## config.mk

```make
export PLATFORM = sky130hd
export DESIGN_NAME = elevator_scan_ctrl
export DESIGN_NICKNAME = d
export VERILOG_FILES = /design/src/rtl/elevator_scan_ctrl.sv
export SDC_FILE = /design/constraint.sdc
export NUM_CORES = 1
export LEC_CHECK = 0
export ABC_AREA = 1
export CELL_PAD_IN_SITES_DETAIL_PLACEMENT = 1
export CELL_PAD_IN_SITES_GLOBAL_PLACEMENT = 1
export CORE_MARGIN = 2
export CORE_UTILIZATION = 35
export DETAILED_ROUTE_END_ITERATION = 12
export GPL_TIMING_DRIVEN = 0
export HOLD_SLACK_MARGIN = 0.02
export PLACE_DENSITY_LB_ADDON = 0.1
export SYNTH_ARGS = -nofsm -noshare
export SYNTH_HDL_FRONTEND = slang
export SYNTH_SLANG_ARGS = --single-unit
```

## constraint.sdc

```tcl
create_clock -name clk -period 4.29 [get_ports clk]
set_input_delay 0.858 -clock clk [delete_from_list [all_inputs] [get_ports clk]]
set_output_delay 0.858 -clock clk [all_outputs]
set_load 0.1 [all_outputs]
```

## src/rtl/elevator_scan_ctrl.sv

```systemverilog
// Single-car LOOK elevator controller: latched car/hall call bitmaps,
// direction-discriminating stops, timed door dwell with obstruction hold.
module elevator_scan_ctrl #(
    parameter int NUM_FLOORS  = 8,
    parameter int FLOOR_W     = $clog2(NUM_FLOORS),
    parameter int DOOR_CYCLES = 16
) (
    input  logic                  clk,
    input  logic                  rst_n,
    input  logic [NUM_FLOORS-1:0] car_req,
    input  logic [NUM_FLOORS-1:0] hall_up_req,
    input  logic [NUM_FLOORS-1:0] hall_dn_req,
    input  logic                  at_floor,
    input  logic                  door_hold,
    output logic [1:0]            state,
    output logic                  motor_up,
    output logic                  motor_dn,
    output logic                  door_open,
    output logic [FLOOR_W-1:0]    cur_floor,
    output logic                  dir_up,
    output logic [NUM_FLOORS-1:0] car_pend,
    output logic [NUM_FLOORS-1:0] hall_up_pend,
    output logic [NUM_FLOORS-1:0] hall_dn_pend,
    output logic                  sensor_err
);

    localparam int TIMER_W = (DOOR_CYCLES > 1) ? $clog2(DOOR_CYCLES) : 1;
    localparam logic [TIMER_W-1:0]    DWELL   = TIMER_W'(DOOR_CYCLES - 1);
    localparam logic [FLOOR_W-1:0]    TOP     = FLOOR_W'(NUM_FLOORS - 1);
    localparam logic [NUM_FLOORS-1:0] ONES    = '1;
    localparam logic [NUM_FLOORS-1:0] UP_MASK = ONES >> 1;
    localparam logic [NUM_FLOORS-1:0] DN_MASK = ONES << 1;

    typedef enum logic [1:0] {
        IDLE      = 2'd0,
        MOVE_UP   = 2'd1,
        MOVE_DN   = 2'd2,
        DOOR_OPEN = 2'd3
    } state_t;

    typedef enum logic [2:0] {
        R_OWN,
        R_AHEAD,
        R_OPP,
        R_BEHIND,
        R_NONE
    } rule_t;

    state_t               state_q, state_d;
    logic [TIMER_W-1:0]   timer_q, timer_d;
    logic [FLOOR_W-1:0]   floor_d, eval_floor;
    logic                 dir_d, err_d;
    logic [NUM_FLOORS-1:0] clr_car, clr_up, clr_dn;
    logic [NUM_FLOORS-1:0] absorb_car, absorb_up, absorb_dn;
    logic [NUM_FLOORS-1:0] up_req_m, dn_req_m;
    logic                  hit;
    rule_t                 rule;

    function automatic rule_t decide(
        input logic [FLOOR_W-1:0]    f,
        input logic                  d,
        input logic [NUM_FLOORS-1:0] c,
        input logic [NUM_FLOORS-1:0] u,
        input logic [NUM_FLOORS-1:0] dn
    );
        logic [NUM_FLOORS-1:0] any_p;
        logic above, below, own, opp, ahead, behind;
        any_p  = c | u | dn;
        above  = |((any_p >> f) >> 1);
        below  = |(any_p & ~(ONES << f));
        own    = c[f] | (d ? u[f] : dn[f]);
        opp    = d ? dn[f] : u[f];
        ahead  = d ? above : below;
        behind = d ? below : above;
        if (own)         decide = R_OWN;
        else if (ahead)  decide = R_AHEAD;
        else if (opp)    decide = R_OPP;
        else if (behind) decide = R_BEHIND;
        else             decide = R_NONE;
    endfunction

    assign up_req_m = hall_up_req & UP_MASK;
    assign dn_req_m = hall_dn_req & DN_MASK;

    // Moving states evaluate the stop decision at the floor being arrived at.
    always_comb begin
        eval_floor = cur_floor;
        if (state_q == MOVE_UP && cur_floor != TOP)
            eval_floor = cur_floor + 1'b1;
        else if (state_q == MOVE_DN && cur_floor != '0)
            eval_floor = cur_floor - 1'b1;
    end

    always_comb begin
        rule = decide(eval_floor, dir_up, car_pend, hall_up_pend, hall_dn_pend);
    end

    always_comb begin
        state_d    = state_q;
        timer_d    = timer_q;
        floor_d    = cur_floor;
        dir_d      = dir_up;
        err_d      = sensor_err;
        clr_car    = '0;
        clr_up     = '0;
        clr_dn     = '0;
        absorb_car = '0;
        absorb_up  = '0;
        absorb_dn  = '0;
        hit        = car_req[cur_floor] |
                     (dir_up ? up_req_m[cur_floor] : dn_req_m[cur_floor]);

        if (at_floor && (state_q == IDLE || state_q == DOOR_OPEN))
            err_d = 1'b1;
        if (at_floor && state_q == MOVE_UP && cur_floor == TOP)
            err_d = 1'b1;
        if (at_floor && state_q == MOVE_DN && cur_floor == '0)
            err_d = 1'b1;

        case (state_q)
            IDLE, MOVE_UP, MOVE_DN: begin
                if (state_q == IDLE || (at_floor && eval_floor != cur_floor)) begin
                    floor_d = eval_floor;
                    case (rule)
                        R_OWN: begin
                            state_d             = DOOR_OPEN;
                            timer_d             = DWELL;
                            clr_car[eval_floor] = 1'b1;
                            clr_up[eval_floor]  = dir_up;
                            clr_dn[eval_floor]  = ~dir_up;
                        end
                        R_AHEAD: state_d = dir_up ? MOVE_UP : MOVE_DN;
                        R_OPP: begin
                            state_d            = DOOR_OPEN;
                            timer_d            = DWELL;
                            dir_d              = ~dir_up;
                            clr_up[eval_floor] = ~dir_up;
                            clr_dn[eval_floor] = dir_up;
                        end
                        R_BEHIND: begin
                            // A moving car always halts for a cycle before reversing.
                            if (state_q == IDLE) begin
                                dir_d   = ~dir_up;
                                state_d = dir_up ? MOVE_DN : MOVE_UP;
                            end else begin
                                state_d = IDLE;
                            end
                        end
                        default: state_d = IDLE;
                    endcase
                end
            end
            DOOR_OPEN: begin
                absorb_car[cur_floor] = 1'b1;
                absorb_up[cur_floor]  = dir_up;
                absorb_dn[cur_floor]  = ~dir_up;
                if (door_hold || hit)
                    timer_d = DWELL;
                else if (timer_q == '0)
                    state_d = IDLE;
                else
                    timer_d = timer_q - 1'b1;
            end
            default: state_d = IDLE;
        endcase
    end

    always_ff @(posedge clk or negedge rst_n) begin
        if (!rst_n) begin
            state_q      <= IDLE;
            timer_q      <= '0;
            cur_floor    <= '0;
            dir_up       <= 1'b1;
            car_pend     <= '0;
            hall_up_pend <= '0;
            hall_dn_pend <= '0;
            sensor_err   <= 1'b0;
        end else begin
            state_q      <= state_d;
            timer_q      <= timer_d;
            cur_floor    <= floor_d;
            dir_up       <= dir_d;
            sensor_err   <= err_d;
            car_pend     <= (car_pend & ~clr_car) | (car_req & ~absorb_car);
            hall_up_pend <= (hall_up_pend & ~clr_up) | (up_req_m & ~absorb_up);
            hall_dn_pend <= (hall_dn_pend & ~clr_dn) | (dn_req_m & ~absorb_dn);
        end
    end

    assign state     = state_q;
    assign motor_up  = (state_q == MOVE_UP);
    assign motor_dn  = (state_q == MOVE_DN);
    assign door_open = (state_q == DOOR_OPEN);

endmodule

```

* After elaboration in Yosys (flattened, before gate mapping) *
Cells that the tools add are included.

cells by class
  shifts and indexed selects = 2
  $add $sub $neg = 3
  magnitude comparators = 4
  bitwise logic cells = 26
  mux-type cells = 57
  reductions and logical operators = 28
  eq/ne operators = 15

operator list
  cell                 number
  $and 8x8->8          10
  $mux 8               10
  $not 8->8            7
  $or 8x8->8           5
  $pmux 8 s2           2
  $bmux 1 s3           6
  $mux 3               6
  $mux 1               17
  $mux 4               4
  $mux 2               6
  $logic_and 1x1->1    10
  $and 7x8->8          1
  $lt 3x4->1 const B   2
  $ne 2x2->1 const B   4
  $pmux 4 s2           1
  $reduce_or 8->1      1
  $shl 8x3->8 const A  1
  $shr 8x3->8          1
  $reduce_or 7->1      1
  $demux 1 s3          2
  $eq 3x2->1 const B   2
  $ge 3x1->1 const B   2
  $logic_not 3->1      2
  $ne 3x3->1 const B   2
  other kinds (24)     30

storage, ports and cells
  register bits = 35
  output and inout port bits = 34
  input port bits = 28
  logic and storage cells = 143

* Longest topological paths before layout *
Gate-level depths: netlist of run 1.

  depth in word-level cells = 20
  mapped depth = 24
  gate-level depth less buffers = 22

* Worst setup path after synthesis of run 1 *
OpenSTA, ideal clock, no wires.

  path type = reg-to-reg
  from = register state_q[0], in the netlist state[0]
  to = register hall_dn_pend[2]
  slack = 0.482 ns
  data required time = 4.168 ns
  clock period less this slack = 3.808 ns
  cell stages (with the launch flop) = 21
  arrival = 3.686 ns
  path buffers = 2
  library setup time = 0.122 ns
  cells stage by stage = dfrtp_1 > ha_1 > nand2_2 > nand2_4 > nand2_2 > nand2_2 > buf_6 > nand2_1 > nand2_1 > nand2_1 > nand2_1 > nand2_1 > nand2_1 > nand2_1 > nand2_2 > buf_2 > nand4_1 > nand2_1 > nand2_1 > nand2_1 > nand2_1

on the way
  elaborated cells on any way between the ends = 51
  classes of those cells = order compare: 2; eq/ne: 5; shift: 2; mux: 22; bitwise: 10; reduce/logical: 10

RTL lines
  element                                        line  RTL
  start: declaration                             49    state_t state_q, state_d;
  start signal: assignment                       179   state_q <= state_d;
  $eq 2x1->1 *                                   --
  named net motor_up                             16    output logic motor_up,
  $logic_and 1x1->1                              88    if (state_q == MOVE_UP && cur_floor != TOP)
  $mux 3                                         88
  $shl 8x3->8                                    70    below = |(any_p & ~(ONES << f));
  $not 8->8                                      70
  $and 8x8->8                                    70
  $reduce_or 8->1                                70
  [4 not listed]                                 --
  $mux 3                                         75    if (own) decide = R_OWN;
  $eq 3x2->1 or $logic_not 3->1 (tied branches)  124   case (rule)
  $pmux 8 s2                                     124
  $mux 8                                         122   if (state_q == IDLE || (at_floor && eval_floor != cur_floor)) begin
  $mux 8 *                                       120   case (state_q)
  $not 8->8 *                                    186   hall_dn_pend <= (hall_dn_pend & ~clr_dn) | (dn_req_m & ~absorb_dn);
  $and 8x8->8 *                                  186
  $or 8x8->8 *                                   186
  end signal: assignment                         186
  end: declaration                               23    output logic [NUM_FLOORS-1:0] hall_dn_pend,

Mark *: on every way through the listed nets, which the timed path passes. The rest lies on a longest branch. The select of a mux whose other input is x is not followed.
A chain may end at the register's enable or synchronous reset.

* Worst setup path after layout of run 1 *
  from = register cur_floor[0]
  to = register hall_dn_pend[1]

on the way
  cells in the longest elaborated chain, start to end = 20
  elaborated cells on any way between the ends = 56
  classes of those cells = add/sub: 2; order compare: 4; eq/ne: 3; shift: 2; mux: 24; bitwise: 11; reduce/logical: 10

RTL lines
  element                                                               line  RTL
  start: declaration                                                    19    output logic [FLOOR_W-1:0] cur_floor,
  start signal: assignment                                              181   cur_floor <= floor_d;
  parallel branches: the longest is 19 deep, another holds $sub 3x1->3  --
  $or 8x8->8 *                                                          186

Every way passes the cells marked *. The select of a mux whose other input is x is not followed.

==> results of run 1 <==
[metal layers]
layer	vias to the layer above	part of all wire (%)	global-route usage (%)
li1	1834	-	-
met1	1844	46	37.7
met3	22	4.4	2.44
met2	118	47	45.0
met5	-	0	0
met4	0	2.1	7.90
[final cells by class]
cell class	count	area, µm²	share of cell area [%]
timing repair buffer	59	586	14.4
multi-input combinational	429	2040	50.2
sequential	35	877	21.6
inverter	54	205	5.04
buffer	16	101	2.49
tap	111	139	3.41
clock buffer	6	82.6	2.03
clock inverter	2	35.0	0.861
[synth_stat cells, drive strengths merged]
cell type	n
o221ai	2
or3	1
inv	54
o21bai	1
ha	11
o21ai	38
or2	3
nor2	58
buf	9
clkbuf	7
nand2	224
nand3	56
o2111ai	1
a21o	1
a31oi	6
nand3b	1
xor2	1
nand4	9
dfrtp	34
dfstp	1
a21boi	1
nor3	6
a21oi	9
[cell families after synthesis]
family / after synthesis
xor gates and xnor gates: 1
and+or+nand+nor: 358
buffers and inverters: 70
adders and majority gates: 11
DFF: 35
AOI/OAI and AO/OA: 59
[stage by stage]
stage	cell area [µm²]	setup slack (ns)
after floorplan	3230	0.482
after global placement	3960	0.457
after detailed placement	3950	0.396
after CTS	4070	0.385
after global routing	4070	0.0641
final	4070	0.337
[critical path, cell delays in order, from the launching register on]
cell      delay [ns]
dfrtp_1         0.40
buf_2           0.20
inv_1           0.22
clkbuf_1        0.47
ha_1            0.34
nand2_4         0.10
nand2_2         0.09
nand2_1         0.07
nand3_1         0.11
nand2_1         0.22
buf_4           0.28
nand2_1         0.08
nand2_1         0.10
nand2_1         0.14
nand2_1         0.29
nor2_1          0.32
nand4_1         0.13
nand2_1         0.09
nand2_1         0.05
nand2_1         0.08
nand2_1         0.04
[flip-flops by register name, indices dropped and copies added (netlist names)]
register and count:
hall_dn_pend 8, state 2, car_pend 8, timer_q 4, dir_up 1, cur_floor 3
hall_up_pend 8, sensor_err 1
[worst max path at each step]
| stage | startpoint | to | slack, ns | cells after the start |
|---|---|---|---|---|
| 5_1_grt | cur_floor[0] | hall_dn_pend[2] | 0.06 | 19 |
| 3_5_place_dp | cur_floor[0] | hall_dn_pend[1] | 0.40 | 20 |
| 2_1_floorplan | state[0] | hall_dn_pend[2] | 0.48 | 20 |
| 6_report | cur_floor[0] | hall_dn_pend[1] | 0.34 | 20 |
| 4_1_cts | cur_floor[0] | hall_dn_pend[1] | 0.39 | 20 |
| 3_3_place_gp | cur_floor[0] | hall_dn_pend[1] | 0.46 | 20 |
==> flow_metrics.env, run 1 <==
export IMPL_status="completed"
export IMPL_via_count=3818
export IMPL_min_from="sensor_err"
export IMPL_worst_hold_path_type="flop to flop"
export IMPL_clock_latency_ns=0.29
export IMPL_syn_to_final_growth_pct=26.1
export IMPL_root_buffer="clkbuf_8"
export IMPL_fin_util_pct=44.7
export IMPL_synth_area_leaders="dfrtp_1 26%, nand2_1 24%, nand3_1 8.1%"
export IMPL_syn_nets=573
export IMPL_synth_top_area_share_pct=26.4
export IMPL_viasPerCell=5.36
export IMPL_drv_slew=0
export IMPL_drc=0
export IMPL_synth_compound_area_share_pct=10.1
export IMPL_cap_viol_max_count=0
export IMPL_antenna_found_initial=0
export IMPL_timing_fmax_ghz=0.253
export IMPL_cts_tree="built"
export IMPL_cts_max_path_buffers=2
export IMPL_ctsResizeCount=0
export IMPL_gr_total_overflow=0
export IMPL_fin_skew_ns=0.00596
export IMPL_synthCells=534
export IMPL_final_hold_viol_count=0
export IMPL_synthSimpleGateAreaFrac_pct=48.7
export IMPL_cts_setup_buffers=0
export IMPL_synthMuxAreaShare_pct=0
export IMPL_rows=35
export IMPL_port_buffers=59
export IMPL_cp_data_required_time_ns=4.47
export IMPL_top_level_ports=62
export IMPL_r2r_end="hall_dn_pend[1]"
export IMPL_min_path_cells=1
export IMPL_critical_path_arrival_ns=4.13
export IMPL_htree_levels=2
export IMPL_crit_fanout=11
export IMPL_syn_area_per_cell_um2=6.04
export IMPL_first_pass_iters=5
export IMPL_synth_largest_area_cell="dfrtp_1"
export IMPL_drt_wl_total_um=13300
export IMPL_setup_violations_final=0
export IMPL_hpwl_um=10500
export IMPL_synth_seq_area_share_pct=27.2
export IMPL_dieWidth_um=100
export IMPL_synthAdderAreaFrac_pct=4.27
export IMPL_post_drt_wl_per_cell_um=18.7
export IMPL_end_kind="flop"
export IMPL_start_kind="flop"
export IMPL_netlist_area_um2=3230
export IMPL_ctsHoldBuffers=0
export IMPL_drive_gt1_share_pct=8.32
export IMPL_synth_xor_area_share_pct=0.272
export IMPL_diodes=0
export IMPL_min_period_ns=3.95
export IMPL_reg2reg_depth=20
export IMPL_hold_ws_ns=0.463
export IMPL_r2r_slack_ns=0.34
export IMPL_relSlewSlack_pct=34.6
export IMPL_numCtsBuffers=5
export IMPL_first_iter_violations=248
export IMPL_fin_tns_setup_ns=0
export IMPL_grt_max_degree=36
export IMPL_finalCritPeriodShare_pct=92.1
export IMPL_fillers=1303
export IMPL_antenna_left=0
export IMPL_whs_endpoint="sensor_err"
export IMPL_gp_congestion=0.877
export IMPL_worstMarginPinSlew_ns=0.979
export IMPL_fin_nets=639
export IMPL_die_h_um=100
export IMPL_grt_pass1_wl_um=20700
export IMPL_layout_cells_non_filler=712
export IMPL_yosys_warnings=0
export IMPL_yosys_cell_types_count=35
export IMPL_layout_commonest_cell="nand2_1"
export IMPL_start_util_pct=35.4
export IMPL_rsz0062_at_grt="no"
export IMPL_ys_seq_elements=35
export IMPL_path_clk_slew_ns=0.08
export IMPL_layout_common_cells="209 x nand2_1, 58 x clkdlybuf4s50_1, 53 x nor2_1"
export IMPL_core_area_um2=9110
export IMPL_grt_pass1_vias=3851
export IMPL_place_inst=704
export IMPL_r2r_start="cur_floor[0]"
export IMPL_numClockSinks=35
export IMPL_die_area_um2=10000
export IMPL_setup_worst_path_class="flop to flop"
export IMPL_grtUsageTotal_pct=27.1
export IMPL_synth_top_family_by_area="simple AND/OR/NAND/NOR gates"
Power of run 1 is not shown: default switching activity piles up to over one toggle a cycle in this logic, so the estimate is an artifact.
==> run 2, diff against run 1 <==
- CELL_PAD_IN_SITES_GLOBAL_PLACEMENT: 1 -> 2
- CORE_UTILIZATION: 35 -> 30
==> run 2 against run 1 <==
Net effect: setup slack gained 0.15 ns; register-to-register slack gained 0.15 ns; critical path depth did not move; final cell count up 3.5%; clock skew is 0.00056 ns higher; non-clock buffer count did not move; critical endpoint unchanged; largest cell class unchanged.
==> flow_metrics.env, run 2 (synthesis gave the netlist of run 1 again) <==
export IMPL_status="completed"
export IMPL_diodes=0
export IMPL_r2r_end="hall_dn_pend[1]"
export IMPL_cts_max_path_buffers=2
export IMPL_setup_worst_path_class="flop to flop"
export IMPL_gp_congestion=0.882
export IMPL_layout_cells_non_filler=737
export IMPL_setup_violations_final=0
export IMPL_reg2reg_depth=20
export IMPL_start_util_pct=31.1
export IMPL_port_buffers=59
export IMPL_placed_area_um2=3980
export IMPL_r2r_start="cur_floor[0]"
export IMPL_cts_tree="built"
export IMPL_core_area_um2=10400
export IMPL_layout_common_cells="209 x nand2_1, 58 x clkdlybuf4s50_1, 53 x nor2_1"
export IMPL_post_drt_wl_per_cell_um=18.2
export IMPL_hold_ws_ns=0.471
export IMPL_grt_pass1_wl_um=21100
export IMPL_grt_max_degree=36
export IMPL_clock_latency_ns=0.30
export IMPL_final_cell_area_um2=4070
export IMPL_rsz0062_at_grt="no"
export IMPL_antenna_left=0
export IMPL_layout_commonest_cell="nand2_1"
export IMPL_cp_data_required_time_ns=4.46
export IMPL_syn_to_final_growth_pct=26.1
export IMPL_path_clk_slew_ns=0.08
export IMPL_first_iter_violations=176
export IMPL_top_level_ports=62
export IMPL_drt_wl_total_um=13400
export IMPL_via_count=3731
export IMPL_first_pass_iters=4
export IMPL_crit_fanout=11
export IMPL_dieWidth_um=108
export IMPL_end_kind="flop"
export IMPL_grtUsageTotal_pct=24.0
export IMPL_drc=0
export IMPL_rows=37
export IMPL_fin_skew_ns=0.00652
export IMPL_cap_viol_max_count=0
export IMPL_hpwl_um=10900
export IMPL_r2r_slack_ns=0.49
export IMPL_place_inst=729
export IMPL_htree_levels=2
export IMPL_drv_slew=0
export IMPL_whs_endpoint="sensor_err"
export IMPL_gr_total_overflow=0
export IMPL_start_kind="flop"
export IMPL_viasPerCell=5.06
export IMPL_antenna_found_initial=0
export IMPL_min_period_ns=3.80
export IMPL_grt_pass1_vias=3768
export IMPL_finalCritPeriodShare_pct=88.6
export IMPL_fillers=1429
export IMPL_final_hold_viol_count=0
export IMPL_min_path_cells=1
export IMPL_fin_nets=639
export IMPL_die_h_um=108
export IMPL_worstMarginPinSlew_ns=0.977
export IMPL_fin_tns_setup_ns=0
export IMPL_numCtsBuffers=5
export IMPL_critical_path_arrival_ns=3.97
export IMPL_relSlewSlack_pct=34.6
export IMPL_die_area_um2=11600
export IMPL_timing_fmax_ghz=0.263
export IMPL_cts_setup_buffers=0
export IMPL_numClockSinks=35
export IMPL_min_from="sensor_err"
export IMPL_drive_gt1_share_pct=8.32
export IMPL_worst_hold_path_type="flop to flop"
export IMPL_reg_top3="car_pend (8), hall_dn_pend (8), hall_up_pend (8)"
export IMPL_root_buffer="clkbuf_8"
run 2: cell types whose count changed in the layout (fill, tap and decap cells not counted), sizes merged:
cell	delta
clkinvlp	+1
bufinv	-1
run 2: how the worst max path moves through the flow:
stage                 startpoint               to  slack, ns
floorplan               state[0]  hall_dn_pend[2]       0.48
global placement    cur_floor[0]  hall_dn_pend[1]       0.38
detailed placement  cur_floor[0]  hall_dn_pend[1]       0.32
CTS                 cur_floor[0]  hall_dn_pend[1]       0.30
global route        cur_floor[0]     cur_floor[2]       0.23
finish              cur_floor[0]  hall_dn_pend[1]       0.49
run 2: area by class of cell:
type | instances | area, µm² | area share (%)
multi-input combinational | 429 | 2040 | 50.2
sequential | 35 | 877 | 21.6
tap | 136 | 170 | 4.18
clock inverter | 2 | 12.5 | 0.308
timing repair buffer | 59 | 586 | 14.4
buffer | 16 | 103 | 2.52
inverter | 54 | 205 | 5.04
clock buffer | 6 | 72.6 | 1.78
run 2: layer usage:
layer / routed length (µm) / GRT usage, %
met1: 6700 / 35.3
met2: 5940 / 37.9
met3: 537 / 2.18
met4: 259 / 5.31
met5: 0 / 0
run 2: repair_timing:
| item | CTS | global route |
|---|---|---|
| hold buffers | 0 | 0 |
| setup endpoints to repair | 0 | 2 |
| gates resized for setup | 0 | 2 |
run 2: worst max-delay path, cell delays in order, from the launching register on:
cell and delay [ns]:
dfrtp_1 0.40, buf_2 0.20, inv_1 0.25, clkbuf_2 0.33, ha_1 0.30, nand2_4 0.10, nand2_2 0.08, nand2_1 0.07
nand3_1 0.12, nand2_1 0.19, buf_4 0.25, nand2_1 0.08, nand2_1 0.10, nand2_1 0.14, nand2_1 0.28, nor2_1 0.34
nand4_1 0.15, nand2_1 0.10, nand2_1 0.05, nand2_1 0.07, nand2_1 0.05
run 2: metrics by stage:
| step | utilization [%] | setup WS, ns |
|---|---|---|
| floorplan | - | 0.482 |
| global placement | 38.4 | 0.383 |
| detailed placement | 38.4 | 0.318 |
| CTS | 39.2 | 0.300 |
| global route | 39.2 | 0.227 |
| finish | 39.2 | 0.491 |
Power of run 2 is left out for the same reason.
==> run 3, diff against run 2 <==
- CORE_UTILIZATION: 30 -> 25
- REMOVE_ABC_BUFFERS: default -> 1
- clock period: 4.29 -> 3.25 ns (I/O delays scaled with it)
==> run 3 against run 2 <==
Net effect: clock skew grew 0.0014 ns; die area increased by 19%; final cell count is 5.3% higher; count of clock-buffer cells in the layout unchanged; first-iteration DRC count down 24%; setup slack got worse by 0.35 ns; via count decreased by 0.24%; non-clock buffer count up 2; highest routed layer unchanged.
==> flow_metrics.env, run 3 (synthesis gave the netlist of run 1 again) <==
export IMPL_start_util_pct=25.6
export IMPL_cp_data_required_time_ns=2.60
export IMPL_fin_nets=642
export IMPL_layout_common_cells="204 x nand2_1, 58 x clkdlybuf4s50_1, 52 x nor2_1"
export IMPL_diodes=0
export IMPL_finalCritPeriodShare_pct=95.7
export IMPL_worstMarginPinSlew_ns=0.975
export IMPL_root_buffer="clkbuf_16"
export IMPL_r2r_end="hall_dn_pend[6]"
export IMPL_reg2reg_depth=17
export IMPL_end_kind="output port"
export IMPL_dieWidth_um=118
export IMPL_setup_violations_final=0
export IMPL_grtUsageTotal_pct=20.5
export IMPL_grt_busiest_layer="met2"
export IMPL_min_period_ns=3.11
export IMPL_first_iter_violations=133
export IMPL_path_clk_slew_ns=0.06
export IMPL_antenna_found_initial=0
export IMPL_relSlewSlack_pct=34.8
export IMPL_layout_commonest_cell="nand2_1"
export IMPL_reg_top3="car_pend (8), hall_dn_pend (8), hall_up_pend (8)"
export IMPL_start_kind="flop"
export IMPL_gr_total_overflow=0
export IMPL_first_pass_iters=4
export IMPL_path_delay_family="buffers and inverters"
export IMPL_viasPerCell=4.80
export IMPL_drive_gt1_share_pct=12.1
export IMPL_use_met1_pct=28.5
export IMPL_numClockSinks=35
export IMPL_use_met2_pct=33.5
export IMPL_r2r_slack_ns=0.25
export IMPL_use_met3_pct=2.42
export IMPL_drc=0
export IMPL_die_h_um=118
export IMPL_status="completed"
export IMPL_cts_tree="built"
export IMPL_placed_area_um2=3950
export IMPL_critical_path_arrival_ns=2.46
export IMPL_grt_pass1_vias=3849
export IMPL_clock_latency_ns=0.29
export IMPL_grt_pass1_wl_um=21900
export IMPL_rows=41
export IMPL_top_level_ports=62
export IMPL_cap_viol_max_count=0
export IMPL_multiInputGateArea_um2=2140
export IMPL_fin_skew_ns=0.00793
export IMPL_final_hold_viol_count=0
export IMPL_numCtsBuffers=5
export IMPL_via_count=3722
export IMPL_cp_num_buf_inv=1
export IMPL_setup_worst_path_class="flop to output port"
export IMPL_final_cell_area_um2=4350
export IMPL_worst_hold_path_type="primary input to async pin"
export IMPL_crit_fanout=25
export IMPL_fillers=1636
export IMPL_final_seq_area_um2=882
export IMPL_gp_congestion=0.873
export IMPL_die_area_um2=13800
export IMPL_timing_fmax_ghz=0.322
export IMPL_drt_wl_total_um=13900
export IMPL_port_buffers=59
export IMPL_grt_max_degree=31
export IMPL_rsz0062_at_grt="no"
export IMPL_syn_to_final_growth_pct=34.9
export IMPL_post_drt_wl_per_cell_um=17.9
export IMPL_cts_max_path_buffers=2
export IMPL_cpMaxStageDelayCell="clkdlybuf4s50_1"
export IMPL_r2r_start="cur_floor[0]"
export IMPL_core_area_um2=12600
export IMPL_htree_levels=2
export IMPL_antenna_left=0
export IMPL_crit_chain="clkdlybuf4s50_1"
export IMPL_cpPeakStageDelay_ns=1.25
export IMPL_drv_slew=0
export IMPL_hpwl_um=10400
[run 3: cell types whose count changed in the layout (fill, tap and decap cells not counted), sizes merged]
cell	previous run	this run
buf	10	19
inv	54	53
clkinvlp	1	2
clkbuf	13	6
nor2	58	59
[run 3: final cells by class]
cell class | instances | share of cell area [%]
flip-flops and latches | 35 | 20.3
clock buffers | 6 | 2.96
multi-input cells | 430 | 49.3
well taps | 172 | 4.95
clock inverters | 2 | 0.288
repair buffers | 77 | 17.4
inverters | 54 | 4.80
[run 3: through the flow]
stage / TNS, ns / hold slack (ns) / setup WS [ns] / utilization (%) / instances
after floorplan: -24.33 / 0.354 / -0.878 / - / 518
after global placement: -41.37 / 0.451 / -1.65 / 31.1 / 749
after detailed placement: -42.11 / 0.445 / -1.68 / 31.3 / 750
after CTS: 0 / 0.218 / 0.0101 / 33.2 / 766
after global routing: 0 / 0.223 / 0.00418 / 34.5 / 776
final: 0 / 0.215 / 0.140 / 34.5 / 776
[run 3: worst max path at each step]
| stage | slack, ns | from | end | depth (start not counted) |
|---|---|---|---|---|
| after floorplan | -0.88 | state[0] | hall_up_pend[2] | 14 |
| after CTS | 0.01 | cur_floor[0] | hall_up_pend[2] | 19 |
| after global routing | 0.004 | cur_floor[0] | hall_up_pend[0] | 20 |
| after global placement | -1.65 | cur_floor[0] | hall_up_pend[1] | 15 |
| after detailed placement | -1.68 | cur_floor[0] | hall_up_pend[2] | 15 |
| final | 0.14 | dir_up | dir_up | 1 |
[run 3: what timing repair did]
action / CTS / global route
endpoints found under the setup margin: 34 / 34
gates cloned: 1 / 0
hold buffers: 0 / 0
gates resized for setup: 12 / 15
buffers inserted: 7 / 10
pin swaps: 2 / 6
[run 3: metal layers]
metal | part of all wire, % | routed length [µm]
met1 | 51 | 7080
met2 | 44 | 6120
met3 | 3.3 | 454
met4 | 1.9 | 260
met5 | 0 | 0
Power of run 3 is left out for the same reason.
